===== src/rtl/fifo_rd_packer_pkg.sv =====
// fifo_rd_packer_pkg: shared state encodings, word geometry and byte-enable helper
//   Imported by fifo_rd_packer and fifo_rd_packer_tmo.
package fifo_rd_packer_pkg;
  typedef enum logic [1:0] {HDR = 2'd0, PAY = 2'd1, ABORT = 2'd2} state_e;
  localparam int WORD_W = 32;
  localparam int LANES  = 4;
  // n low bytes enabled, n = 0..4
  function automatic logic [LANES-1:0] be_of(input logic [2:0] n);
    be_of = LANES'((5'd1 << n) - 5'd1);
  endfunction
endpackage


===== src/rtl/fifo_rd_packer_tmo.sv =====
// fifo_rd_packer_tmo: saturating empty-cycle counter for the mid-packet timeout
//   clk_rd/rst_rd_n : clock, async active-low reset
//   i_clr           : clear counter (pop or not in payload)
//   i_en            : count this cycle (FIFO empty)
//   o_expired       : counter has reached LIMIT-1
module fifo_rd_packer_tmo
  import fifo_rd_packer_pkg::*;
#(
  parameter int LIMIT = 64,
  parameter int W     = 7
) (
  input  logic clk_rd,
  input  logic rst_rd_n,
  input  logic i_clr,
  input  logic i_en,
  output logic o_expired
);
  logic [W-1:0] tmo_q, tmo_d;
  assign o_expired = tmo_q == W'(LIMIT - 1);
  always_comb tmo_d = i_clr ? '0 : (i_en && !o_expired) ? tmo_q + 1'b1 : tmo_q;
  always_ff @(posedge clk_rd or negedge rst_rd_n)
    if (!rst_rd_n) tmo_q <= '0;
    else tmo_q <= tmo_d;
endmodule


===== src/rtl/fifo_rd_packer.sv =====
// fifo_rd_packer: repacks a length-framed byte stream from a FWFT FIFO into 32-bit words
//   clk_rd, rst_rd_n           : read-domain clock, async active-low reset
//   i_fifo_data, i_fifo_empty  : FIFO head byte and empty flag
//   o_fifo_rd_en               : pop FIFO head at the clock edge
//   o_valid/i_ready            : output handshake
//   o_data, o_be, o_last, o_err: packed word (first byte in [7:0]), byte enables, end of packet, truncated
//   Optional: FIFO_RD_PACKER_TIMEOUT_EN adds the mid-packet timeout and ABORT state.
module fifo_rd_packer
  import fifo_rd_packer_pkg::*;
#(
  parameter int TIMEOUT_CYC = 64,
  parameter int TMO_W       = 7
) (
  input  logic              clk_rd,
  input  logic              rst_rd_n,
  input  logic [7:0]        i_fifo_data,
  input  logic              i_fifo_empty,
  output logic              o_fifo_rd_en,
  output logic              o_valid,
  input  logic              i_ready,
  output logic [WORD_W-1:0] o_data,
  output logic [LANES-1:0]  o_be,
  output logic              o_last,
  output logic              o_err
);
  if (2 ** TMO_W <= TIMEOUT_CYC) begin : g_bad_tmo_w
    $error("TMO_W too narrow for TIMEOUT_CYC");
  end
  state_e state_q, state_d;
  logic [7:0] rem_q, rem_d;
  logic [1:0] cnt_q, cnt_d;
  logic [23:0] acc_q, acc_d;
  logic valid_q, valid_d, last_q, last_d, err_q, err_d;
  logic [WORD_W-1:0] data_q, data_d, merged;
  logic [LANES-1:0] be_q, be_d;
  logic out_free, completing, rd_en, tmo_expired;
`ifdef FIFO_RD_PACKER_TIMEOUT_EN
  fifo_rd_packer_tmo #(.LIMIT(TIMEOUT_CYC), .W(TMO_W)) u_tmo (
    .clk_rd    (clk_rd),
    .rst_rd_n  (rst_rd_n),
    .i_clr     (state_q != PAY || rd_en),
    .i_en      (i_fifo_empty),
    .o_expired (tmo_expired)
  );
`else
  assign tmo_expired = 1'b0;
`endif
  assign out_free   = !valid_q || i_ready;
  assign completing = cnt_q == 2'd3 || rem_q == 8'd1;
  // only the completing byte waits for the output register
  assign rd_en      = !i_fifo_empty && (state_q == HDR || (state_q == PAY && (!completing || out_free)));
  // acc bytes at and above cnt are always zero, so OR-merging keeps unused lanes clear
  assign merged     = {8'h00, acc_q} | ({24'h0, i_fifo_data} << {cnt_q, 3'b000});
  always_comb begin
    state_d = state_q;
    rem_d   = rem_q;
    cnt_d   = cnt_q;
    acc_d   = acc_q;
    valid_d = valid_q && !i_ready;
    data_d  = data_q;
    be_d    = be_q;
    last_d  = last_q;
    err_d   = err_q;
    case (state_q)
      HDR: if (rd_en) begin
        rem_d   = i_fifo_data;
        state_d = i_fifo_data == 8'h00 ? HDR : PAY;
      end
      PAY: if (rd_en) begin
        rem_d = rem_q - 8'd1;
        if (completing) begin
          valid_d = 1'b1;
          data_d  = merged;
          be_d    = be_of({1'b0, cnt_q} + 3'd1);
          last_d  = rem_q == 8'd1;
          err_d   = 1'b0;
          cnt_d   = 2'd0;
          acc_d   = '0;
          state_d = rem_q == 8'd1 ? HDR : PAY;
        end else begin
          acc_d = merged[23:0];
          cnt_d = cnt_q + 2'd1;
        end
      end else if (i_fifo_empty && tmo_expired) state_d = ABORT;
`ifdef FIFO_RD_PACKER_TIMEOUT_EN
      ABORT: if (out_free) begin
        valid_d = 1'b1;
        data_d  = {8'h00, acc_q};
        be_d    = be_of({1'b0, cnt_q});
        last_d  = 1'b1;
        err_d   = 1'b1;
        cnt_d   = 2'd0;
        acc_d   = '0;
        rem_d   = 8'd0;
        state_d = HDR;
      end
`endif
      default: state_d = HDR;
    endcase
  end
  always_ff @(posedge clk_rd or negedge rst_rd_n)
    if (!rst_rd_n) begin
      state_q <= HDR;
      rem_q   <= '0;
      cnt_q   <= '0;
      acc_q   <= '0;
      valid_q <= 1'b0;
      data_q  <= '0;
      be_q    <= '0;
      last_q  <= 1'b0;
      err_q   <= 1'b0;
    end else begin
      state_q <= state_d;
      rem_q   <= rem_d;
      cnt_q   <= cnt_d;
      acc_q   <= acc_d;
      valid_q <= valid_d;
      data_q  <= data_d;
      be_q    <= be_d;
      last_q  <= last_d;
      err_q   <= err_d;
    end
  assign o_fifo_rd_en = rd_en;
  assign o_valid      = valid_q;
  assign o_data       = data_q;
  assign o_be         = be_q;
  assign o_last       = last_q;
  assign o_err        = err_q;
endmodule


===== config.mk =====
export PLATFORM = sky130hd
export DESIGN_NAME = fifo_rd_packer
export DESIGN_NICKNAME = d
export VERILOG_FILES = /design/src/rtl/fifo_rd_packer_pkg.sv /design/src/rtl/fifo_rd_packer_tmo.sv /design/src/rtl/fifo_rd_packer.sv
export SDC_FILE = /design/constraint.sdc
export NUM_CORES = 1
export LEC_CHECK = 0
export ABC_AREA = 0
export CAP_MARGIN = 20
export CORE_MARGIN = 1.5
export CORE_UTILIZATION = 58
export DETAILED_ROUTE_END_ITERATION = 8
export GPL_TIMING_DRIVEN = 0
export PLACE_DENSITY = 0.89
export SLEW_MARGIN = 20
export SYNTH_ARGS = -nofsm -noshare
export SYNTH_HDL_FRONTEND = slang
export SYNTH_SLANG_ARGS = --single-unit

===== constraint.sdc =====
create_clock -name clk_rd -period 5.3 [get_ports clk_rd]
set_input_delay 1.06 -clock clk_rd [delete_from_list [all_inputs] [get_ports clk_rd]]
set_output_delay 1.06 -clock clk_rd [all_outputs]
set_load 0.1 [all_outputs]

# Yosys cells after proc, flatten, opt, wreduce, memory -nomap -nowiden

Index checks and enable logic that the tools add are counted.

$add $sub $neg: 4
Equality and inequality tests: 6
Shifts and indexed selects: 2
Muxes and demuxes: 14
Bitwise gates (word level): 1
Reductions and logical operators: 18

Operators with widths:

| cell                | number |
|---|---|
| $or 24x32->32       | 1 |
| $shl 8x5->32        | 1 |
| $mux 24             | 1 |
| $mux 8              | 2 |
| $pmux 8 s2          | 1 |
| $reduce_and 3->1    | 3 |
| $eq 8x1->1 const B  | 1 |
| $logic_not 8->1     | 1 |
| $mux 2              | 4 |
| $sub 8x1->8 const B | 1 |
| $ne 2x2->1 const B  | 3 |
| $mux 1              | 5 |
| $logic_not 1->1     | 4 |
| $logic_or 1x1->1    | 4 |
| $pmux 2 s2          | 1 |
| $shl 1x3->4 const A | 1 |
| $sub 4x1->4 const B | 1 |
| $add 2x1->3 const B | 1 |
| $logic_and 1x1->1   | 3 |
| $add 2x1->2 const B | 1 |
| $eq 2x1->1 const B  | 1 |
| $eq 2x2->1 const B  | 1 |
| $logic_not 2->1     | 1 |
| $reduce_and 2->1    | 1 |
| $reduce_bool 2->1   | 1 |

Bits in registers: 74
Bits of input ports: 12
Output and inout bits: 40

# Depth between registers and ports, before layout

Gate-level depths: netlist (run 1).

Word-level depth: 9
Depth in mapped cells: 8
Depth with buffers taken out: 7

# Worst setup path after synthesis (run 1)

OpenSTA, ideal clock, no wires.

Kind: input to output
Start: input i_ready
End: output o_fifo_rd_en
Data arrival time: 1.959 ns
Data required time: 4.240 ns
Path slack: 2.281 ns
Stages on the path: 4
Cells stage by stage: nor2b_1 nand2_1 o21ai_4 inv_2

Longest elaborated chain between the ends: 5

Ends and longest elaborated chain:

| item               | RTL line             | RTL |
|---|---|---|
| start: declaration | fifo_rd_packer.sv:20 | `input logic i_ready,` |
| $logic_or 1x1->1   | fifo_rd_packer.sv:48 | `assign out_free = !valid_q \|\| i_ready;` |
| $logic_or 1x1->1   | fifo_rd_packer.sv:51 | `assign rd_en = !i_fifo_empty && (state_q == HDR \|\| (state_q == PAY && (!completing \|\| out_free)));` |
| $logic_and 1x1->1  | fifo_rd_packer.sv:51 |  |
| $logic_or 1x1->1   | fifo_rd_packer.sv:51 |  |
| $logic_and 1x1->1  | fifo_rd_packer.sv:51 |  |
| end: declaration   | fifo_rd_packer.sv:18 | `output logic o_fifo_rd_en,` |

No other way between the ends.

# Final worst setup path (run 1)

Same ends and word-level chain as after synthesis.

==> results.cfg, run 1 <==
[detailed_routing]
drt_iter0_drc = 298
vias = 3185
ant_nets = 0
dr.pass1.iters = 5
drc = 0
wl_um = 9450
post_drt_wl_per_cell_um = 18.6
vias_per_cell = 6.28

[placed_design]
dpl.hpwl_um = 6020
gp_congestion = 0.900
io_buffers = 41

[timing]
tightest_slew_ns = 1.00
period_share_pct = 85.7
slew_viol_final = 0
fmax_mhz = 220
slew_headroom_pct = 32.8
finalSetupViolCount = 0
fin_crit_ns = 4.54
rsz0062_at_grt = false
tns_ns = 0
hold_viol = 0
clock_skew_ns = 0.00390

[logic_synthesis]
yosysSeqAreaShare_pct = 51.0
synth_edf_count = 0
synthFlopType = dfrtp_1
synth_seq_cells = 73
synth_area_um2 = 3580
avgSynthCellArea_um2 = 9.57
synth_fp_nets = 392
synth_cell_types = 45
async_reset_ff_share_pct = 100
yosys_warnings = 0
syn_inst = 374

[final_layout]
n_antenna_cell = 0
fin_nets = 445
postLayoutCoreUtil_pct = 72.9
drive_gt1_share_pct = 9.26
synthToLayoutAreaGrowth_pct = 21.4
final_common_cell = dfrtp_1
final_cell_mix = dfrtp_1, a21oi_1, o21ai_0

[critical_path]
path_cells = clkdlybuf4s50_1, nor2b_1, nand2_1, o21ai_4, inv_2, clkdlybuf4s50_1
cp_max_fo = 7
critPathCaptureType = output port
startpoint = i_ready
r2r_end = o_data[31]
path_delay_family = buffers and inverters
reg2reg_depth = 7
required_ns = 4.24
crit_path_top_delay_cell = clkdlybuf4s50_1
cp.depth = 6
r2r_start = rem_q[1]
crit_buf_inv = 3
criticalPathCategory = in2out
cp_common_cell = clkdlybuf4s50_1
start_kind = input pin
crit_end = o_fifo_rd_en
cp_data_arrival_time_ns = 3.48
regToRegSetupSlack_ns = 3.02
max_stage_delay_ns = 0.98

[die]
io_pins = 52
num_rows = 28
core_area_um2 = 5960
start_util_pct = 60.1
die_y_um = 81.6
die_w_um = 81.6
die_area_um2 = 6650

[outcome]
outcome = completed

[clock_tree]
tritoncts = yes
cts-buffers-inserted = 9
clock_sinks = 73
path_clk_slew_ns = 0.08
cts_buffer_depth = 2
htree_levels = 3
ctsResizeCount = 0
ctsRootBufferMaster = clkbuf_8
cts_hold_repair.buffers = 0
insertion_delay_ns = 0.35
cts_setup_buffers = 0

[global_route]
grt_pass1_vias = 2957
globalRouteOverflowTotal = 0
track_usage_pct = 29.8
grt_pass1_wl_um = 14700
grt_start_max_net_pins = 46
antenna_found_initial = 0

[hold_path]
hold_path.class = reg2reg

[flow_run]
drv_cap = 0
==> worst min path at each step <==
stage,startpoint,to,slack (ns),depth (start not counted)
finish,o_data[0],o_data[0],0.51,2
global route,o_be[3],o_be[3],0.54,2
CTS,o_data[27],o_data[27],0.52,2
detailed placement,o_data[27],o_data[27],0.50,2
global placement,o_data[24],o_data[24],0.49,2
floorplan,acc_q[2],acc_q[2],0.50,2
==> tightest hold or removal path: cells and delay by family, from the launching register on <==
family | cells | cell delay [ns]
AO/OA/AOI/OAI | 2 | 0.14
flip-flops | 1 | 0.34
==> state kept, by name, summed over array words and instances, names as in the netlist <==
register / flops
state_q: 1
acc_q: 24
o_data: 32
o_be: 4
rem_q: 8
o_last: 1
cnt_q: 2
o_valid: 1
==> synthesized netlist by cell type, types with 3 or more instances <==
cell type | count | share of area [%]
dfrtp_1 | 73 | 51
a21oi_1 | 50 | 7.0
o21ai_0 | 50 | 7.0
inv_1 | 32 | 3.4
o21ai_1 | 31 | 4.3
o22ai_1 | 26 | 4.5
clkbuf_1 | 18 | 1.9
nand3_1 | 11 | 1.5
nor2_1 | 11 | 1.2
a211oi_1 | 6 | 1.3
ha_1 | 6 | 2.1
buf_6 | 5 | 1.6
nand2_1 | 5 | 0.52
buf_2 | 4 | 0.56
nor2b_1 | 4 | 0.70
a31oi_1 | 3 | 0.52
mux2i_1 | 3 | 0.84
o211ai_4 | 3 | 1.8
==> stage by stage <==
| stage | hold slack [ns] | instances | setup WS [ns] | area (µm²) |
|---|---|---|---|---|
| 2_1_floorplan | 0.500 | 374 | 2.28 | 3580 |
| 3_3_place_gp | 0.494 | 490 | 0.749 | 4080 |
| 3_5_place_dp | 0.500 | 491 | 0.855 | 4110 |
| 4_1_cts | 0.518 | 507 | 0.780 | 4340 |
| 5_1_grt | 0.539 | 507 | 0.678 | 4340 |
| 6_report | 0.515 | 507 | 0.756 | 4340 |
==> logic make-up (layout without fill, tap and decap cells) <==
| logic type | count (synthesis) | count (layout) | synth area share [%] |
|---|---|---|---|
| AO/OA/AOI/OAI | 179 | 179 | 29.6 |
| XOR/XNOR | 1 | 1 | 0.245 |
| adder cells (fa/ha/maj) | 6 | 6 | 2.10 |
| buffers and inverters | 64 | 122 | 8.63 |
| flip-flops | 73 | 73 | 51.0 |
| multiplexers | 3 | 3 | 0.839 |
| other | 1 | 1 | 0.105 |
| AND/OR/NAND/NOR | 47 | 47 | 7.48 |
==> per-layer routing <==
| metal | track usage [%] | part of all wire, % |
|---|---|---|
| met1 | 40.0 | 42 |
| met2 | 47.1 | 49 |
| met3 | 6.11 | 7.1 |
| met4 | 12.2 | 1.9 |
| met5 | 0 | 0 |
==> area by class of cell <==
cell class | instances | area (µm²)
clock buffers | 11 | 131
plain buffers | 31 | 185
fillers | 435 | 1610
multi-input cells | 237 | 1440
inverters | 33 | 124
well taps | 75 | 93.8
clock inverters | 5 | 104
flip-flops and latches | 73 | 1830
repair buffers | 42 | 435
Power of run 1 is left out: the tool's default activity adds up to more than one toggle a clock period on the data nets, which glitch-free logic cannot reach.
==> inputs of run 2 (changes only) <==
- CORE_UTILIZATION: 58 -> 48
- PLACE_DENSITY: 0.89 -> 0.77
- SETUP_SLACK_MARGIN: not set -> 0.4
==> results.cfg, run 2 (synthesized netlist as in run 1, its figures left out) <==
[outcome]
outcome = completed

[timing]
finalSetupViolCount = 0
fmax_mhz = 224
tns_ns = 0
final.setup.worst_slack_ns = 0.834
fin_crit_ns = 4.47
tightest_slew_ns = 0.976
rsz0062_at_grt = false
slew_headroom_pct = 34.7
period_share_pct = 84.3
clock_skew_ns = 0.00832
hold_ws_ns = 0.521
hold_viol = 0
slew_viol_final = 0

[final_layout]
fin_cells = 531
fin_nets = 445
final_common_cell = dfrtp_1
n_antenna_cell = 0
largest_reg_flops = 32
final_cell_mix = dfrtp_1, a21oi_1, o21ai_0
drive_gt1_share_pct = 9.72
synthToLayoutAreaGrowth_pct = 20.6
nFillCells = 641

[clock_tree]
cts_hold_repair.buffers = 0
path_clk_slew_ns = 0.08
cts-buffers-inserted = 9
clock_sinks = 73
insertion_delay_ns = 0.36
ctsResizeCount = 0
cts_setup_buffers = 0
tritoncts = yes
htree_levels = 3
cts_buffer_depth = 2
ctsRootBufferMaster = clkbuf_8

[die]
die_y_um = 89.4
die_area_um2 = 7980
core_area_um2 = 7210
num_rows = 31
start_util_pct = 49.6
io_pins = 52
die_w_um = 89.4

[detailed_routing]
vias = 3085
dr.pass1.iters = 4
post_drt_wl_per_cell_um = 16.8
vias_per_cell = 5.81
ant_nets = 0
drt_iter0_drc = 212
wl_um = 8930
drc = 0

[critical_path]
crit_buf_inv = 3
crit_path_top_delay_cell = clkdlybuf4s50_1
path_cells = clkdlybuf4s50_1, nor2b_1, nand2_1, o21ai_4, inv_2, clkdlybuf4s50_1
criticalPathCategory = in2out
max_stage_delay_ns = 0.98
required_ns = 4.24
start_kind = input pin
cp_max_fo = 7
path_delay_family = buffers and inverters
critPathCaptureType = output port
cp_data_arrival_time_ns = 3.41
cp_common_cell = clkdlybuf4s50_1

[global_route]
antenna_found_initial = 0
grt_start_max_net_pins = 59
grt_pass1_wl_um = 14300
grt_pass1_vias = 2901
track_usage_pct = 24.0
globalRouteOverflowTotal = 0

[placed_design]
dpl.hpwl_um = 6130
place_ws_ns = 0.859
gp_congestion = 0.854
io_buffers = 41
placedCellCount = 515

[hold_path]
hold_path.class = reg2reg

[flow_run]
drv_cap = 0
-- run 2: layout make-up --
class                   count  area, µm²  share of cell area, %
well taps                  99        124                   2.87
multi-input cells         237       1440                   33.4
clock buffers              10        138                   3.19
clock inverters             6       41.3                  0.956
repair buffers             42        435                   10.1
inverters                  33        124                   2.87
flip-flops and latches     73       1830                   42.3
plain buffers              31        185                   4.29
-- run 2: per-stage QoR --
stage	area (µm²)	util (%)
6_report	4320	59.9
4_1_cts	4320	59.9
3_5_place_dp	4140	57.4
3_3_place_gp	4110	57.0
5_1_grt	4320	59.9
2_1_floorplan	3580	-
-- run 2: final timing paths --
kind | startpoint | endpoint | slack [ns] | cells past startpoint
max in group asynchronous | rst_rd_n | acc_q[12] | 4.19 | 2
hold reg to reg | o_be[0] | o_be[0] | 0.52 | 2
setup reg to reg | rem_q[1] | acc_q[17] | 3.15 | 7
min in group asynchronous | rst_rd_n | o_data[31] | 0.55 | 1
hold / removal | o_be[0] | o_be[0] | 0.52 | 2
setup / recovery | i_ready | o_fifo_rd_en | 0.83 | 6
-- run 2: layer usage --
layer  vias up  GRT usage (%)  share of wire (%)
met4         0           9.93                2.6
li1       1445              -                  -
met3        19           3.51                4.8
met1      1506           33.0                 46
met5         -              0                  0
met2       115           38.0                 47
-- run 2: worst min-delay path, stage by stage, from the launching register on --
cell,delay (ns)
dfrtp_1,0.35
o21ai_0,0.07
o21ai_0,0.07
Power of run 2 is left out for the same reason.
==> inputs of run 3 (changes only) <==
- clock period: 5.3 -> 4.5 ns (I/O delays scaled with it)
==> results.cfg, run 3 (synthesized netlist as in run 1, its figures left out) <==
[final_layout]
largest_reg_flops = 32
final_common_cell = dfrtp_1
final_cell_mix = dfrtp_1, a21oi_1, o21ai_0
fin_cells = 531
design_area_um2 = 4320
fin_nets = 445
drive_gt1_share_pct = 9.72
synthToLayoutAreaGrowth_pct = 20.6
n_antenna_cell = 0

[die]
num_rows = 31
die_area_um2 = 7980
die_w_um = 89.4
io_pins = 52
die_y_um = 89.4
start_util_pct = 49.6
core_area_um2 = 7210

[clock_tree]
ctsResizeCount = 1
clock_sinks = 73
htree_levels = 3
cts_setup_buffers = 0
tritoncts = yes
insertion_delay_ns = 0.36
path_clk_slew_ns = 0.08
cts_hold_repair.buffers = 0
cts_buffer_depth = 2
cts-buffers-inserted = 9
ctsRootBufferMaster = clkbuf_8

[timing]
finalSetupViolCount = 0
slew_viol_final = 0
period_share_pct = 84.8
hold_ws_ns = 0.388
tightest_slew_ns = 0.976
hold_viol = 0
fin_crit_ns = 3.82
slew_headroom_pct = 34.7
fmax_mhz = 262
clock_skew_ns = 0.00841
rsz0062_at_grt = false
tns_ns = 0

[placed_design]
gp_congestion = 0.854
io_buffers = 41
dpl.hpwl_um = 6130
dpl-instance-area_um2 = 4140
placedCellCount = 515

[detailed_routing]
ant_nets = 0
dr.pass1.iters = 5
vias_per_cell = 5.80
vias = 3078
post_drt_wl_per_cell_um = 16.9
wl_um = 8950
drc = 0
drt_iter0_drc = 212

[critical_path]
cp_data_arrival_time_ns = 2.92
required_ns = 3.60
path_cells = clkdlybuf4s50_1, nor2b_1, nand2_1, o21ai_4, inv_2, dlygate4sd2_1
start_kind = input pin
critPathCaptureType = output port
criticalPathCategory = in2out
cp_max_fo = 7
crit_path_top_delay_cell = dlygate4sd2_1
max_stage_delay_ns = 0.86

[global_route]
grt_start_max_net_pins = 59
antenna_found_initial = 0
grt_pass1_vias = 2901
grt_pass1_wl_um = 14300
globalRouteOverflowTotal = 0
track_usage_pct = 24.0

[outcome]
outcome = completed

[hold_path]
hold_path.class = in2async

[flow_run]
drv_cap = 0
[run 3: cell types whose count changed in the layout (fill, tap and decap cells not counted)]
cell and change:
dlygate4sd2_1 +1, clkdlybuf4s50_1 -1
[run 3: per-stage QoR]
step / util, % / setup WS (ns)
global route: 59.8 / 0.605
global placement: 57.0 / 0.0765
finish: 59.8 / 0.685
detailed placement: 57.4 / 0.379
CTS: 59.8 / 0.686
floorplan: - / 1.67
[run 3: final timing paths]
check                         start            to  slack (ns)  cells past startpoint
setup / recovery            i_ready  o_fifo_rd_en        0.68                      6
hold / removal             rst_rd_n    o_data[31]        0.39                      1
setup reg to reg           rem_q[1]     acc_q[17]        2.35                      7
hold reg to reg             o_be[0]       o_be[0]        0.52                      2
max in group asynchronous  rst_rd_n     acc_q[12]        3.55                      2
min in group clk_rd         o_be[0]       o_be[0]        0.52                      2
[run 3: critical path, delay by kind of cell]
family | cells | cell delay [ns]
and+or+nand+nor | 2 | 0.41
AOI/OAI and AO/OA | 1 | 0.16
buffers and inverters | 3 | 1.44
[run 3: area by class of cell]
| class | count | area [µm²] |
|---|---|---|
| plain buffers | 31 | 185 |
| clock buffers | 10 | 138 |
| clock inverters | 6 | 41.3 |
| fillers | 642 | 2900 |
| inverters | 33 | 124 |
| multi-input cells | 237 | 1440 |
| flip-flops and latches | 73 | 1830 |
| well taps | 99 | 124 |
| repair buffers | 42 | 434 |
[run 3: metal layers]
layer	global-route usage (%)	vias up	wire [µm]
li1	-	1445	-
met1	33.0	1503	4100
met2	38.0	111	4190
met3	3.51	19	424
met4	9.93	0	236
met5	0	-	0
Power of run 3 is left out for the same reason.
